File: src/rtl/if_stage_pkg.sv
// Shared fetch-stage definitions: FSM state encodings, reset/NOP constants and
// the word-alignment helper used on redirect targets.
package if_stage_pkg;

    typedef enum logic [1:0] {
        REQ  = 2'd0,
        HOLD = 2'd1,
        KILL = 2'd2
    } fetch_state_e;

    localparam logic [31:0] RESET_PC_DEFAULT = 32'h0000_3000;
    localparam logic [31:0] NOP_INST_DEFAULT = 32'h0000_0000;
    localparam logic [31:0] PC_STEP          = 32'd4;
    localparam logic [31:0] ALIGN_MASK       = 32'hFFFF_FFFC;

    function automatic logic [31:0] align_word(input logic [31:0] addr);
        return addr & ALIGN_MASK;
    endfunction

endpackage

File: src/rtl/if_stage_if.sv
// Instruction-memory request/response bus. A request completes in the cycle
// where req=1 and ready=1; addr must not change while req=1 and ready=0.
interface if_stage_if;
    logic        req;
    logic [31:0] addr;
    logic        ready;
    logic [31:0] rdata;

    modport master (output req, output addr, input ready, input rdata);
    modport slave  (input req, input addr, output ready, output rdata);
endinterface

File: src/rtl/if_stage_pc_reg.sv
// Program counter with redirect selection, target alignment and +4 stepping.
// A redirect always wins over a sequential advance.
module pc_reg
    import if_stage_pkg::*;
#(
    parameter logic [31:0] RESET_PC = RESET_PC_DEFAULT
) (
    input  logic        clk,
    input  logic        reset,
    input  logic        branch_taken,
    input  logic [31:0] branch_target,
    input  logic        jump,
    input  logic [31:0] jump_target,
    input  logic        advance,
    output logic        redirect,
    output logic [31:0] pc
);

    logic [31:0] target;

    // Branch beats jump when ID reports both in the same cycle.
    always_comb begin
        redirect = branch_taken | jump;
        target   = branch_taken ? align_word(branch_target) : align_word(jump_target);
    end

    always_ff @(posedge clk) begin
        if (reset) begin
            pc <= RESET_PC;
        end else if (redirect) begin
            pc <= target;
        end else if (advance) begin
            pc <= pc + PC_STEP;
        end
    end

endmodule

File: src/rtl/if_stage.sv
// Instruction fetch stage: issues requests, holds a fetched word under stall,
// and discards the in-flight response of a request overtaken by a redirect.
module if_stage
    import if_stage_pkg::*;
#(
    parameter logic [31:0] RESET_PC = RESET_PC_DEFAULT,
    parameter logic [31:0] NOP_INST = NOP_INST_DEFAULT
) (
    input  logic         clk,
    input  logic         reset,
    input  logic         PCWrite,
    input  logic         branch_taken,
    input  logic [31:0]  branch_target,
    input  logic         jump,
    input  logic [31:0]  jump_target,
    if_stage_if.master   imem,
    output logic [31:0]  IF_inst,
    output logic [31:0]  PC_out,
    output logic         IF_valid,
    output logic         IF_Flush,
    output logic         fetch_busy,
    output fetch_state_e state
);

    logic        redirect;
    logic        advance;
    logic [31:0] pc;
    logic [31:0] buffer;
    logic [31:0] kill_addr;

    pc_reg #(
        .RESET_PC(RESET_PC)
    ) u_pc_reg (
        .clk           (clk),
        .reset         (reset),
        .branch_taken  (branch_taken),
        .branch_target (branch_target),
        .jump          (jump),
        .jump_target   (jump_target),
        .advance       (advance),
        .redirect      (redirect),
        .pc            (pc)
    );

    always_ff @(posedge clk) begin
        if (reset) begin
            state     <= REQ;
            buffer    <= '0;
            kill_addr <= '0;
        end else begin
            case (state)
                REQ: begin
                    if (imem.ready) begin
                        if (!redirect && !PCWrite) begin
                            buffer <= imem.rdata;
                            state  <= HOLD;
                        end
                    end else if (redirect) begin
                        // The outstanding request must still be drained at its own address.
                        kill_addr <= pc;
                        state     <= KILL;
                    end
                end
                HOLD: begin
                    if (redirect || PCWrite) begin
                        state <= REQ;
                    end
                end
                KILL: begin
                    if (imem.ready) begin
                        state <= REQ;
                    end
                end
                default: state <= REQ;
            endcase
        end
    end

    // Address depends only on registered state, never on imem.rdata.
    always_comb begin
        imem.req  = 1'b0;
        imem.addr = pc;
        IF_valid  = 1'b0;
        IF_inst   = NOP_INST;
        advance   = 1'b0;
        if (!reset) begin
            case (state)
                REQ: begin
                    imem.req = 1'b1;
                    if (imem.ready && !redirect) begin
                        IF_valid = 1'b1;
                        IF_inst  = imem.rdata;
                        advance  = PCWrite;
                    end
                end
                HOLD: begin
                    advance = PCWrite;
                    if (!redirect) begin
                        IF_valid = 1'b1;
                        IF_inst  = buffer;
                    end
                end
                KILL: begin
                    imem.req  = 1'b1;
                    imem.addr = kill_addr;
                end
                default: ;
            endcase
        end
    end

    always_comb begin
        PC_out     = pc;
        IF_Flush   = redirect & ~reset;
        fetch_busy = ((state == REQ) & ~imem.ready) | (state == KILL);
    end

endmodule

File: src/flat_wrapper.sv
// flat-port wrapper written by rule: the top's interface ports become plain ports
module if_stage_flat import if_stage_pkg::*;
#(
    parameter logic [31:0] RESET_PC = RESET_PC_DEFAULT,
    parameter logic [31:0] NOP_INST = NOP_INST_DEFAULT
)
  (clk, reset, PCWrite, branch_taken, branch_target, jump, jump_target, IF_inst, PC_out, IF_valid, IF_Flush, fetch_busy, state, imem_req, imem_addr, imem_ready, imem_rdata);
  if_stage_if imem_i ();
  input  logic clk;
  input  logic reset;
  input  logic PCWrite;
  input  logic branch_taken;
  input  logic [31:0] branch_target;
  input  logic jump;
  input  logic [31:0] jump_target;
  output logic [31:0] IF_inst;
  output logic [31:0] PC_out;
  output logic IF_valid;
  output logic IF_Flush;
  output logic fetch_busy;
  output fetch_state_e state;
  output wire logic [$bits(imem_i.req)-1:0] imem_req;
  output wire logic [$bits(imem_i.addr)-1:0] imem_addr;
  input wire logic [$bits(imem_i.ready)-1:0] imem_ready;
  input wire logic [$bits(imem_i.rdata)-1:0] imem_rdata;
  assign imem_req = imem_i.req;
  assign imem_addr = imem_i.addr;
  assign imem_i.ready = imem_ready;
  assign imem_i.rdata = imem_rdata;
  if_stage #(.RESET_PC(RESET_PC), .NOP_INST(NOP_INST)) u_core (.clk(clk), .reset(reset), .PCWrite(PCWrite), .branch_taken(branch_taken), .branch_target(branch_target), .jump(jump), .jump_target(jump_target), .imem(imem_i), .IF_inst(IF_inst), .PC_out(PC_out), .IF_valid(IF_valid), .IF_Flush(IF_Flush), .fetch_busy(fetch_busy), .state(state));
endmodule
File: config.mk
export PLATFORM = sky130hd
export DESIGN_NAME = if_stage_flat
export DESIGN_NICKNAME = d
export VERILOG_FILES = /design/src/rtl/if_stage_pkg.sv /design/src/rtl/if_stage_if.sv /design/src/rtl/if_stage_pc_reg.sv /design/src/rtl/if_stage.sv /design/src/flat_wrapper.sv
export SDC_FILE = /design/constraint.sdc
export NUM_CORES = 1
export LEC_CHECK = 0
export BUFFER_PORTS_ARGS = -buffer_cell sky130_fd_sc_hd__buf_2
export CELL_PAD_IN_SITES_DETAIL_PLACEMENT = 1
export CELL_PAD_IN_SITES_GLOBAL_PLACEMENT = 1
export CORE_MARGIN = 1.5
export CORE_UTILIZATION = 25
export CTS_CLUSTER_SIZE = 12
export DETAILED_ROUTE_END_ITERATION = 16
export GPL_TIMING_DRIVEN = 0
export HOLD_SLACK_MARGIN = 0.05
export PLACE_DENSITY_LB_ADDON = 0.15
export SLEW_MARGIN = 20
export SYNTH_ARGS = -nofsm -noshare
export SYNTH_HDL_FRONTEND = slang
export SYNTH_HIERARCHICAL = 1
export SYNTH_SLANG_ARGS = --single-unit
File: constraint.sdc
create_clock -name clk -period 3.6 [get_ports clk]
set_input_delay 0 -clock clk [delete_from_list [all_inputs] [get_ports clk]]
set_output_delay 0 -clock clk [all_outputs]
set_load 0.005 [all_outputs]
; ---- Yosys cells after proc, flatten, opt, wreduce, memory -nomap -nowiden
; Cells that the tools add are included.
[op_classes]
n_mux = 24
magnitude_cmp = 0
n_reduce_logical = 11
multipliers = 0
addsub = 1
eq_ne = 6
shifts = 0
n_div = 0
n_bitwise = 6
[ops]
columns = op, count
row1 = 32-bit two-way mux, 8
row2 = 32-bit case mux with 2 select lines, 1
row3 = 32-bit by 3-bit adder with 32-bit output (second input constant), 1
row4 = 2-bit two-way mux, 5
row5 = 1-bit two-way mux, 7
row6 = 3-bit by 2-bit inequality test with 1-bit output (second input constant), 2
row7 = 2-bit case mux with 3 select lines, 1
row8 = 3-bit AND reduction, 2
row9 = 1-bit case mux with 2 select lines, 2
row10 = 4-bit AND reduction, 1
row11 = 1-bit bitwise AND, 2
row12 = 2-bit by 1-bit equality test with 1-bit output (second input constant), 1
row13 = 2-bit equality test (second input constant), 1
row14 = 1-bit logical AND, 2
row15 = 1-bit logical NOT, 2
row16 = 2-bit logical NOT, 1
row17 = 2-bit by 1-bit inequality test with 1-bit output (second input constant), 1
row18 = 2-bit inequality test (second input constant), 1
row19 = 1-bit inverter, 2
row20 = 1-bit bitwise OR, 2
row21 = 2-bit nonzero test, 1
row22 = 2-bit OR reduction, 1
row23 = 1-bit logical OR, 1
[word_totals]
n_memories = 0
reg_bits = 98
ramBits = 0
latchBits = 0
elab_cells = 52
output_inout_bits = 102
input_bits = 102
mem_bits_ro = 0

; ---- Longest topological paths before layout
[logic_depth]
ltp_word = 8
depth_mapped = 13
depth_no_buf = 10

; ---- Hierarchy
; The synthesis kept the hierarchy.
[modules_own_cells]
columns = module, area_per_inst_um2, cells_per_inst, seq_area_each_um2, instances
row1 = if_stage, 3490.8, 410, 1321.3, 1
row2 = pc_reg, 2267.2, 322, 600.6, 1

; ---- Worst setup path before layout
; Ideal clock, no wire load.
[synth_timing]
path_type = input port to flip-flop
from = input jump
to = register u_core.u_pc_reg.pc[22]
path_buffers = 3
setup_time_ns = 0.132
setup_slack_ns = 1.088
arrival_ns = 2.380
stages = 13
t_required_ns = 3.468
path_cell_list = clkbuf_1 buf_2 nor2_1 inv_1 nor4b_4 nor2_1 nor3b_1 nor2b_1 clkbuf_1 o31ai_1 a31o_2 a21oi_1 nor3_1
[synth_between]
elab_chain_len = 7
elab_cells_between_ends = 8
cone_classes = mux: 4 / bitwise: 1 / reduce/logical: 3
[synth_rtl]
columns = element, line
row1 = "start, declared", flat_wrapper.sv:14  ; input logic jump;
row2 = 1-bit bitwise OR, if_stage_pc_reg.sv:23  ; redirect = branch_taken | jump;
row3 = net u_core.redirect, if_stage.sv:25  ; logic redirect;
row4 = 1-bit logical NOT, if_stage.sv:90  ; if (imem.ready && !redirect) begin
row5 = 1-bit logical AND, if_stage.sv:90
row6 = 1-bit two-way mux, if_stage.sv:90
row7 = 1-bit case mux with 2 select lines, if_stage.sv:87  ; case (state)
row8 = 1-bit two-way mux, if_stage.sv:86  ; if (!reset) begin
row9 = net u_core.advance, if_stage.sv:26  ; logic advance;
row10 = 2-bit nonzero test (no line), n/a
row11 = "end signal, assigned", if_stage_pc_reg.sv:31  ; pc <= target;
row12 = "end signal, assigned", if_stage_pc_reg.sv:33  ; pc <= pc + PC_STEP;
row13 = "end, declared", if_stage_pc_reg.sv:16  ; output logic [31:0] pc
; The timed path passes the listed nets, and every way through them passes these cells.
; A chain may end at the register's enable or synchronous reset.

; ---- Final worst setup path
[layout_timing]
from = input jump
to = register u_core.u_pc_reg.pc[3]
; Same word-level chain as after synthesis.

==> impl_metrics.tcl <==
set metrics [dict create \
    viasPerCell 4.88 \
    pin_count 204 \
    tightest_slew_ns 0.800 \
    synth_top_family_by_area "simple AND/OR/NAND/NOR gates" \
    nets 1088 \
    end_kind "register" \
    p_sw_w 0.000794 \
    cts_tree "yes" \
    cp_data_arrival_time_ns 3.46 \
    multi_input_area_mm2 0.00348 \
    avgRoutedWirePerCell_um 18.2 \
    min_period_ns 3.21 \
    worstSetupStartpoint "jump" \
    slew_headroom_pct 46.3 \
    synth.area.top_cells "dfxtp_1 (33%), nand2b_1 (7.1%), nand2_1 (6.5%)" \
    reg2reg_depth 9 \
    rsz0062_at_grt "no" \
    sw_frac_of_total_pct 28.8 \
    ys_warn_count 6 \
    syn_inst 732 \
    totalWireLength_um 23200 \
    regArea_mm2 0.00192 \
    setup_viol 0 \
    synth_ff_type "dfxtp_1" \
    max_freq_mhz 311 \
    hold_slack_ns 0.0731 \
    synth_edf_count 0 \
    grt_max_degree 17 \
    rr_startpoint "u_core/state[0]" \
    irDropWorstVdd_uv 202 \
    synth_seq_area_share_pct 33.4 \
    startpoint_type "primary input" \
    synth_cell_type_count 59 \
    hold_viol 0 \
    antenna_found_initial 0 \
    yosys.area_share.simple_pct 26.9 \
    insertion_delay_ns 0.36 \
    fin_util_pct 34.8 \
    yosysTopAreaCell "dfxtp_1" \
    clkTransAtPathRegs_ns 0.07 \
    grt_overflow 0 \
    drt_iter0_markers 224 \
    synthAdderAreaFrac_pct 0.217 \
    ys_async_sr_fraction_pct 0 \
    p_int_w 0.00196 \
    numCtsBuffers 9 \
    synth-compound-area-share_pct 20.5 \
    synth_seq_cells 96 \
    grt_pass1_vias 6387 \
    r2r-end "u_core/u_pc_reg/pc[3]" \
    htreeDepth 3 \
    crit_type "in -> reg" \
    start_util_pct 25.4 \
    outcome "finished, final reports clean" \
    cap_viol_max_count 0 \
    syn_to_final_growth_pct 36.7 \
    cts_buffer_depth 2 \
    synth.top_cell.area_share_pct 33.4 \
    first_pass_iters 4 \
    fill_cells 2831 \
    power.leakage_nw 3.30 \
    core_area_mm2 0.0226 \
    synth_area_mm2 0.00576 \
    gp_congestion 0.784 \
    drc 0 \
    fp.dieW_um 155 \
    synth.avg_cell_area_um2 7.87 \
    r2r_slack_ns 0.50 \
    rows 55 \
    cp.required_ns 3.85 \
    skew_ns 0.00847 \
    cts_sinks 96 \
    crit_fanout 12 \
    setup_tns_ns 0 \
    grt_usage_pct 19.3 \
    setup.worst_path.end "u_core/u_pc_reg/pc[3]" \
    portBuffers 197 \
    p_total_w 0.00275 \
    powerDensity_mw_per_mm2 350 \
    postCtsSetupRepairBufs 0 \
    comb_power_share_pct 18.3 \
    vias 6217 \
    antennaDiodeCount 0 \
    power.share.clock_pct 39.1 \
    synth-xor-area-share_pct 0.456 \
    clock-root-buffer "clkbuf_16" \
    drive_gt1_share_pct 27.8 \
    slew_violations 0 \
    die_area_mm2 0.0240 \
    antenna_left 0 \
    yosys-mux-area-fraction_pct 12.2 \
    die_y_um 155 \
    period_share_pct 89.2 \
    seq_power_share_pct 42.6 \
    hold_class "in -> reg" \
    grt_pass1_wl_um 36200 \
    hpwl_um 17200 \
]
[worst max-delay path: stages]
cell and delay (ns):
buf_2 0.11, clkbuf_1 0.19, buf_2 0.23, nor2_1 0.13, inv_1 0.26, nor4b_4 0.56, nor2_1 0.11, nor3b_2 0.47
clkbuf_1 0.48, a21oi_1 0.14, a21oi_1 0.13, a21oi_1 0.07, dlygate4sd3_1 0.57
[synth_stat cells, drive strengths merged (3+ instances only)]
cell type    n
nand3       14
inv         11
a21o         4
nor2        49
buf         25
o21ai       23
nand2b      65
o31ai       11
nand4        9
a221oi       3
and2         4
nor2b       17
clkbuf      41
mux2i       34
a41o         4
nand2      100
nor4b        3
o22ai        4
a21oi       71
a22oi       32
dfxtp       96
and4         6
a211oi       4
a31o         5
and3        14
nor3        15
mux2        32
a31oi        9
[worst min-delay path by stage]
stage	start	to	slack, ns	depth (start not counted)
final	jump_target[6]	u_core/u_pc_reg/pc[6]	0.07	4
after global routing	jump_target[7]	u_core/u_pc_reg/pc[7]	0.11	3
after CTS	jump_target[6]	u_core/u_pc_reg/pc[6]	0.06	4
after detailed placement	imem_ready	u_core/state[1]	0.25	2
after global placement	imem_ready	u_core/state[1]	0.25	2
after floorplan	imem_ready	fetch_busy	0.06	1
[kinds of logic after synthesis]
group,Yosys count
XOR/XNOR,3
multiplexers,66
buffers and inverters,77
AND/OR/NAND/NOR,303
AO/OA/AOI/OAI,185
other,1
adder cells (fa/ha/maj),1
flip-flops,96
[cells in the final DEF, fill, tap and decap left out, drive strengths merged, types with 15 or more instances in the layout]
master / n
nor3: 15
buf: 222
o21ai: 23
nor2: 49
a22oi: 32
mux2i: 34
clkbuf: 51
dfxtp: 96
dlygate4sd3: 44
nand2b: 65
nor2b: 17
nand2: 100
a21oi: 71
mux2: 32
[metrics by stage]
| step | setup WS (ns) | instance area [µm²] | instances |
|---|---|---|---|
| floorplan | 1.09 | 5760 | 733 |
| global route | 0.0492 | 7870 | 1275 |
| finish | 0.387 | 7870 | 1275 |
| CTS | 0.162 | 7870 | 1275 |
| detailed placement | -0.507 | 7100 | 1215 |
| global placement | -0.430 | 7100 | 1215 |
[area by class of cell]
cell class,instances,area share [%]
Buffer,66,4.15
Clock buffer,10,2.91
Clock inverter,6,1.16
Inverter,11,0.524
Multi-Input combinational cell,560,44.2
Sequential cell,96,24.4
Tap cell,285,4.53
Timing Repair Buffer,241,18.1
[power groups by stage]
| stage | clock, W | sequential [W] | combinational [W] |
|---|---|---|---|
| 5_1_grt | 0.00115 | 0.00118 | 0.000560 |
| 4_1_cts | 0.00111 | 0.00117 | 0.000509 |
| 2_1_floorplan | 0 | 0.00117 | 0.000257 |
| 3_5_place_dp | 0 | 0.00120 | 0.000468 |
| 6_report | 0.00108 | 0.00117 | 0.000504 |
| 3_3_place_gp | 0 | 0.00120 | 0.000466 |
[layer usage]
metal	share of wire [%]	GRT usage [%]	vias up
met2	46	31.8	175
met3	5.9	4.79	23
met1	47	25.6	2923
met4	1.4	4.21	0
li1	-	-	3096
met5	0	0	-
[timing repair]
item	4_1_cts	5_1_grt
hold buffers	44	0
gates resized for setup	1	4
endpoints found under the setup margin	7	8
hold endpoints to repair	44	0
Note: power is estimated with default switching activity, not from simulation.
